--- src/rtl/ysyx_25030093_pkg.sv ---
// Shared definitions for the ysyx_25030093 core front end.
//   XLEN    : width of pc and instruction words
//   entry_t : one fetched {pc, inst} pair as carried from IFU to IDU
package ysyx_25030093_pkg;

   localparam int unsigned XLEN = 32;

   typedef struct packed {
      logic [XLEN-1:0] pc;
      logic [XLEN-1:0] inst;
   } entry_t;

endpackage

--- src/rtl/ifu_idu_queue_mem.sv ---
// Storage array for the IFU->IDU queue: DEPTH x WIDTH registers, one synchronous
// write port and one asynchronous read port. Contents are not reset.
//   clk_i   : clock, rising edge
//   we_i    : write enable
//   waddr_i : write index
//   wdata_i : write data
//   raddr_i : read index
//   rdata_o : read data (combinational)
module ifu_idu_queue_mem #(
   parameter int unsigned DEPTH = 4,
   parameter int unsigned WIDTH = 64
) (
   input  logic                     clk_i,
   input  logic                     we_i,
   input  logic [$clog2(DEPTH)-1:0] waddr_i,
   input  logic [WIDTH-1:0]         wdata_i,
   input  logic [$clog2(DEPTH)-1:0] raddr_i,
   output logic [WIDTH-1:0]         rdata_o
);

   logic [WIDTH-1:0] mem_q [DEPTH];

   always_ff @(posedge clk_i) begin
      if (we_i) begin
         mem_q[waddr_i] <= wdata_i;
      end
   end

   assign rdata_o = mem_q[raddr_i];

endmodule

--- src/rtl/ifu_idu_queue.sv ---
// Instruction queue between fetch (IFU) and decode (IDU). Buffers {pc, inst}
// pairs with valid/ready on both sides and supports a one-cycle flush on redirect.
//   clk_i/rst_ni                   : clock, async active-low reset
//   in_valid_i/in_ready_o          : IFU handshake; in_pc_i/in_inst_i carry the entry
//   out_valid_o/out_ready_i        : IDU handshake; out_pc_o/out_inst_o show the head
//   flush_i                        : drop all entries at the next edge
//   count_o                        : current occupancy
module ifu_idu_queue
   import ysyx_25030093_pkg::*;
#(
   parameter int unsigned DEPTH = 4
) (
   input  logic                   clk_i,
   input  logic                   rst_ni,
   input  logic                   in_valid_i,
   output logic                   in_ready_o,
   input  logic [XLEN-1:0]        in_inst_i,
   input  logic [XLEN-1:0]        in_pc_i,
   output logic                   out_valid_o,
   input  logic                   out_ready_i,
   output logic [XLEN-1:0]        out_inst_o,
   output logic [XLEN-1:0]        out_pc_o,
   input  logic                   flush_i,
   output logic [$clog2(DEPTH):0] count_o
);

   localparam int unsigned PtrW = $clog2(DEPTH);
   localparam int unsigned CntW = PtrW + 1;

   logic [PtrW-1:0] wr_ptr_q, wr_ptr_d;
   logic [PtrW-1:0] rd_ptr_q, rd_ptr_d;
   logic [CntW-1:0] count_q, count_d;
   logic            push, pop, has_data;
   entry_t          wr_entry, rd_entry;

   assign has_data    = (count_q != '0);
   assign in_ready_o  = (count_q != CntW'(DEPTH)) & ~flush_i;
   assign out_valid_o = has_data & ~flush_i;
   assign push        = in_valid_i & in_ready_o;
   assign pop         = out_valid_o & out_ready_i;
   assign count_o     = count_q;

   always_comb begin
      wr_ptr_d = wr_ptr_q;
      rd_ptr_d = rd_ptr_q;
      count_d  = count_q;
      if (flush_i) begin
         wr_ptr_d = '0;
         rd_ptr_d = '0;
         count_d  = '0;
      end else begin
         // Pointers wrap naturally at PtrW bits; count tells full from empty.
         if (push) wr_ptr_d = wr_ptr_q + PtrW'(1);
         if (pop)  rd_ptr_d = rd_ptr_q + PtrW'(1);
         if (push && !pop)      count_d = count_q + CntW'(1);
         else if (pop && !push) count_d = count_q - CntW'(1);
      end
   end

   always_ff @(posedge clk_i or negedge rst_ni) begin
      if (!rst_ni) begin
         wr_ptr_q <= '0;
         rd_ptr_q <= '0;
         count_q  <= '0;
      end else begin
         wr_ptr_q <= wr_ptr_d;
         rd_ptr_q <= rd_ptr_d;
         count_q  <= count_d;
      end
   end

   assign wr_entry = '{pc: in_pc_i, inst: in_inst_i};

   ifu_idu_queue_mem #(
      .DEPTH (DEPTH),
      .WIDTH ($bits(entry_t))
   ) u_mem (
      .clk_i   (clk_i),
      .we_i    (push),
      .waddr_i (wr_ptr_q),
      .wdata_i (wr_entry),
      .raddr_i (rd_ptr_q),
      .rdata_o (rd_entry)
   );

   // Gate on occupancy (not flush) so data reads 0 out of reset yet stays stable
   // while the head waits on out_ready.
   assign out_pc_o   = has_data ? rd_entry.pc   : '0;
   assign out_inst_o = has_data ? rd_entry.inst : '0;

   a_count_bound: assert property (@(posedge clk_i) disable iff (!rst_ni)
      count_q <= CntW'(DEPTH));
   a_no_pop_empty: assert property (@(posedge clk_i) disable iff (!rst_ni)
      pop |-> (count_q != '0));
   a_no_push_full: assert property (@(posedge clk_i) disable iff (!rst_ni)
      push |-> (count_q != CntW'(DEPTH)));

endmodule

--- config.mk ---
export PLATFORM = sky130hd
export DESIGN_NAME = ifu_idu_queue
export DESIGN_NICKNAME = d
export VERILOG_FILES = /design/src/rtl/ysyx_25030093_pkg.sv /design/src/rtl/ifu_idu_queue_mem.sv /design/src/rtl/ifu_idu_queue.sv
export SDC_FILE = /design/constraint.sdc
export NUM_CORES = 1
export LEC_CHECK = 0
export CORE_MARGIN = 10
export CORE_UTILIZATION = 55
export CTS_BUF_LIST = sky130_fd_sc_hd__clkbuf_8
export CTS_CLUSTER_DIAMETER = 60
export DETAILED_ROUTE_END_ITERATION = 8
export PLACE_DENSITY_LB_ADDON = 0.2
export RECOVER_POWER = 25
export SYNTH_ARGS = -nofsm -noshare
export SYNTH_HDL_FRONTEND = slang
export SYNTH_SLANG_ARGS = --single-unit
--- constraint.sdc ---
create_clock -name clk_i -period 3.86 [get_ports clk_i]
set_clock_uncertainty 0.1 [all_clocks]
set_input_delay 0.772 -clock clk_i [delete_from_list [all_inputs] [get_ports clk_i]]
set_output_delay 0.772 -clock clk_i [all_outputs]
set_load 0.005 [all_outputs]
# After elaboration in Yosys (flattened, before gate mapping)
# Memory sizes are Yosys's and may differ from the RTL's.
# Cells that the tools add are included.
classes:
  muxes: 11
  eq_ne: 1
  add_sub_neg: 4
  reduce_logical: 8
  n_bitwise: 5
ops:
  columns: ["cell", "n"]
  rows:
  - ["$mux 32", 2]
  - ["$mux 3", 3]
  - ["$mux 2", 4]
  - ["$reduce_bool 3->1", 2]
  - ["$add 2x1->2 const B", 2]
  - ["$and 1x1->1", 4]
  - ["$reduce_bool 2->1", 2]
  - ["$add 3x1->3 const B", 1]
  - ["$ne 3x3->1 const B", 1]
  - ["$sub 3x1->3 const B", 1]
  - ["$logic_and 1x1->1", 2]
  - ["$logic_not 1->1", 2]
  - ["$mux 1", 2]
  - ["$not 1->1", 1]
totals:
  word_cells: 33
  inputBits: 69
  register_bits: 7
  ram_bits: 256
  memories: 1
  out_inout_bits: 69
memory_table:
  columns: ["memory", "words", "width", "rd", "rd_ports_with_merged_regs", "wr", "line_no", "text"]
  rows:
  - ["u_mem.mem_q", 4, 64, 1, 0, 1, "ifu_idu_queue_mem.sv:21", "logic [WIDTH-1:0] mem_q [DEPTH];"]

# Logic depth before layout (Yosys ltp)
depth:
  ltp_word: 8
  depth_mapped: 9

# By module
# Synthesis repeated with hierarchy kept, for this count alone.
hier_totals:
  cells_unflattened: 460
  hier_area_um2: 10231.1
by_module_without_submodules:
  columns: ["mod", "area_each_um2", "cells_per_inst", "seq_area_each_um2", "n_inst"]
  rows:
  - ["ifu_idu_queue_mem", 9341.5, 338, 7687.4, 1]
  - ["ifu_idu_queue", 889.6, 122, 175.2, 1]

# Least setup slack after synthesis
# OpenSTA, ideal clock, no wires.
synth_path:
  path_kind: "input to register"
  from: "in flush_i"
  to: "mem u_mem.mem_q[0][0], enable pin"
  setup_slack_ps: 653
  t_arrival_ps: 2678
  setup_time_ps: 429
  stages: 3
  path_cell_list: "nor3b_2 > buf_6 > and2_1"
synth_via:
  elab_chain_cells: 5
synth_lines:
  columns: ["item", "line_no", "text"]
  rows:
  - ["from (decl)", "ifu_idu_queue.sv:23", "input logic flush_i,"]
  - ["$not 1->1", "ifu_idu_queue.sv:37", "assign in_ready_o = (count_q != CntW'(DEPTH)) & ~flush_i;"]
  - ["$and 1x1->1", "ifu_idu_queue.sv:37", null]
  - ["$and 1x1->1", "ifu_idu_queue.sv:39", "assign push = in_valid_i & in_ready_o;"]
  - ["$mux 1", "ifu_idu_queue_mem.sv:24", "if (we_i) begin"]
  - ["$mux 1 (not written as such)", "ifu_idu_queue_mem.sv:25", "mem_q[waddr_i] <= wdata_i;"]
  - ["to (decl)", "ifu_idu_queue_mem.sv:21", null]
# No other way between the ends.

# Worst setup path in the final report
layout_path:
  from: "reg rd_ptr_q[0]"
  to: "out out_pc_o[22]"
layout_via:
  elab_chain_cells: 2
layout_lines:
  columns: ["item", "line_no", "text"]
  rows:
  - ["from (decl)", "ifu_idu_queue.sv:31", "logic [PtrW-1:0] rd_ptr_q, rd_ptr_d;"]
  - ["from (signal assigned)", "ifu_idu_queue.sv:67", "rd_ptr_q <= rd_ptr_d;"]
  - ["$mem_v2 4x64", null, null]
  - ["$mux 32", "ifu_idu_queue.sv:88", "assign out_pc_o = has_data ? rd_entry.pc : '0;"]
  - ["to (decl)", "ifu_idu_queue.sv:22", "output logic [XLEN-1:0] out_pc_o,"]
# No other way between the ends.

==> results.yml <==
worst_setup_path:
  critPathArrivalTime_ps: 2750
  cp-start-kind: "flip-flop"
  reg2regPathDepth: 8
  critPathBufInv: 2
  cp_cell_sequence: "buf_12 > mux4_2 > and2_1 > clkdlybuf4s50_1"
  cp.required_ps: 2990
  critPathMaxFanout: 30
  crit_cells: 4
  crit_family: "buffers and inverters"
  slowest_stage: "dfrtp_4"
  path_class: "reg -> out"
  endpoint_kind: "primary output"
  critPathMaxStageDelay_ps: 670
clock_network:
  tritoncts: "yes"
  post-cts-setup-buffers: 0
  cts_hold_buf: 0
  cts_max_path_buffers: 3
  clk_pin_slew_ps: 60
  clk_latency_ps: 520
  cts_made_buffers: 42
  cts_resized: 0
  root_buffer: "clkbuf_8"
  cts_num_sinks: 263
  h-tree-depth: 2
floorplan:
  pin_count: 138
  design.core.area_mm2: 0.0181
  fp.dieArea_mm2: 0.0243
  die_y_um: 156
  die_w_um: 156
  num_rows: 49
  initial_core_util_pct: 56.2
power_and_ir_drop:
  p_leak_nw: 4.11
  ir_drop_uv: 490
  power.density_mw_per_mm2: 629
finish:
  layout_common_cells: "256 x edfxtp_1, 98 x clkdlybuf4s50_1, 65 x and2_1"
  fin_util_pct: 69.8
  layout_commonest_cell: "edfxtp_1"
  final_cell_area_mm2: 0.0126
  n_fill_cell: 1174
  drive_gt1_share_pct: 20.8
  nets: 701
  area_delta_synth_final_pct: 24.2
yosys:
  ys_warn_count: 0
  yosys.area.top_type: "edfxtp_1"
  syn_avg_cell_area_um2: 22.2
  ys_top_cells_by_area: "edfxtp_1 76%, mux4_2 14%, and2_1 4.2%"
  synth_area_mm2: 0.0102
  mappedNetlistNets: 531
  synth_cells: 457
  ys_seq_elements: 263
  ys_types: 26
  yosysTopAreaCellShare_pct: 75.7
  yosysSeqAreaShare_pct: 77.4
drt:
  drtIter0Drc: 329
  ant_nets: 0
  routed_wl_mm: 20.2
  viasPerCell: 5.58
  drt_first_pass_iters: 4
  route.vias.total: 4954
  wl_per_cell_um: 22.7
  drc: 0
timing:
  slew_violations: 0
  max_slew_margin_pct: 52.0
  hold_ws_ps: 504
  setup_tns_ps: 0
  period_minus_slack_ps: 3630
  setup_viol: 0
  fin_crit_sh_pct: 93.9
  hold_viol_final: 0
  worst_slew_pin_slew_ps: 720
  rsz0062_at_grt: "false"
  fmax_ghz: 0.276
outcome:
  outcome: "finished clean"
placement:
  gp_congestion: 0.702
  portBuffers: 137
  place_hpwl_mm: 12.3
  dpl_cell_area_mm2: 0.0119
global_route:
  grt_start_max_net_pins: 69
  grt_usage_pct: 16.7
  gr-total-overflow: 0
  grt_pass1_vias: 5447
  antenna_found_initial: 1
  grt_pass1_wl_mm: 31.2
worst_hold_path:
  hold_class: "in -> async"
run:
  cap_viol_max_count: 0
cells in the mapped netlist:
master	n
o21ai_0	1
nand2_2	1
or4_1	1
edfxtp_1	256
buf_6	5
nor3b_1	1
and3_1	1
clkbuf_1	9
and2_1	69
fa_1	1
buf_2	8
nor3b_2	1
ha_1	4
or3_4	1
mux2i_1	1
xor2_1	3
nand2_1	1
dfrtp_1	7
nor2b_1	2
buf_4	1
mux2_2	4
mux4_2	64
inv_1	4
nor2_1	9
nand3_1	1
o31ai_1	1
sequential cells by signal, summed over array words and instances (netlist names):
name / count
u_mem.mem_q: 256
wr_ptr_q: 2
rd_ptr_q: 2
count_o: 3
power breakdown:
part	total, mW	internal [mW]	switching [mW]
logic	2.39	1.44	0.947
clock network	2.06	1.07	0.993
registers	3.48	3.35	0.137
total	7.94	5.86	2.08
through the flow:
step           setup WS [ps]  std cells  power, mW
2_1_floorplan            653        457       4.77
3_3_place_gp             746        812       5.97
3_5_place_dp             716        812       6.00
4_1_cts                  150        887       8.09
5_1_grt                 75.3        887       8.35
6_report                 234        888       7.94
cell families after synthesis:
| family | count (synthesis) | synth area share, % |
|---|---|---|
| xor gates and xnor gates | 3 | 0.259 |
| AOI/OAI and AO/OA | 2 | 0.123 |
| adders and majority gates | 5 | 0.690 |
| muxes | 69 | 14.7 |
| DFF | 263 | 77.4 |
| buffers and inverters | 27 | 1.50 |
| and+or+nand+nor | 88 | 5.30 |
routing by layer:
metal  track usage (%)  share of wire, %
met5                 0                 0
met4              5.17               1.1
met3              4.63               6.9
met2              27.6                50
met1              21.2                42
final timing paths:
kind | from | end | slack (ps)
max | rd_ptr_q[0] | out_pc_o[22] | 230
min | rst_ni | wr_ptr_q[1] | 500
max reg2reg | count_o[0] | count_o[2] | 920
min reg2reg | wr_ptr_q[0] | wr_ptr_q[0] | 510
max in group asynchronous | rst_ni | rd_ptr_q[1] | 2850
min in group clk_i | wr_ptr_q[0] | wr_ptr_q[0] | 510
final cells by class:
type	instances	area [um2]	area share [%]
diodes	1	2.50	0.0198
clock buffers	45	619	4.91
clock inverters	30	120	0.952
inverters	4	15.0	0.119
multi-input cells	167	2150	17.1
flip-flops and latches	263	7870	62.4
well taps	229	287	2.27
repair buffers	149	1550	12.3
Note: power is estimated with default switching activity, not from simulation.
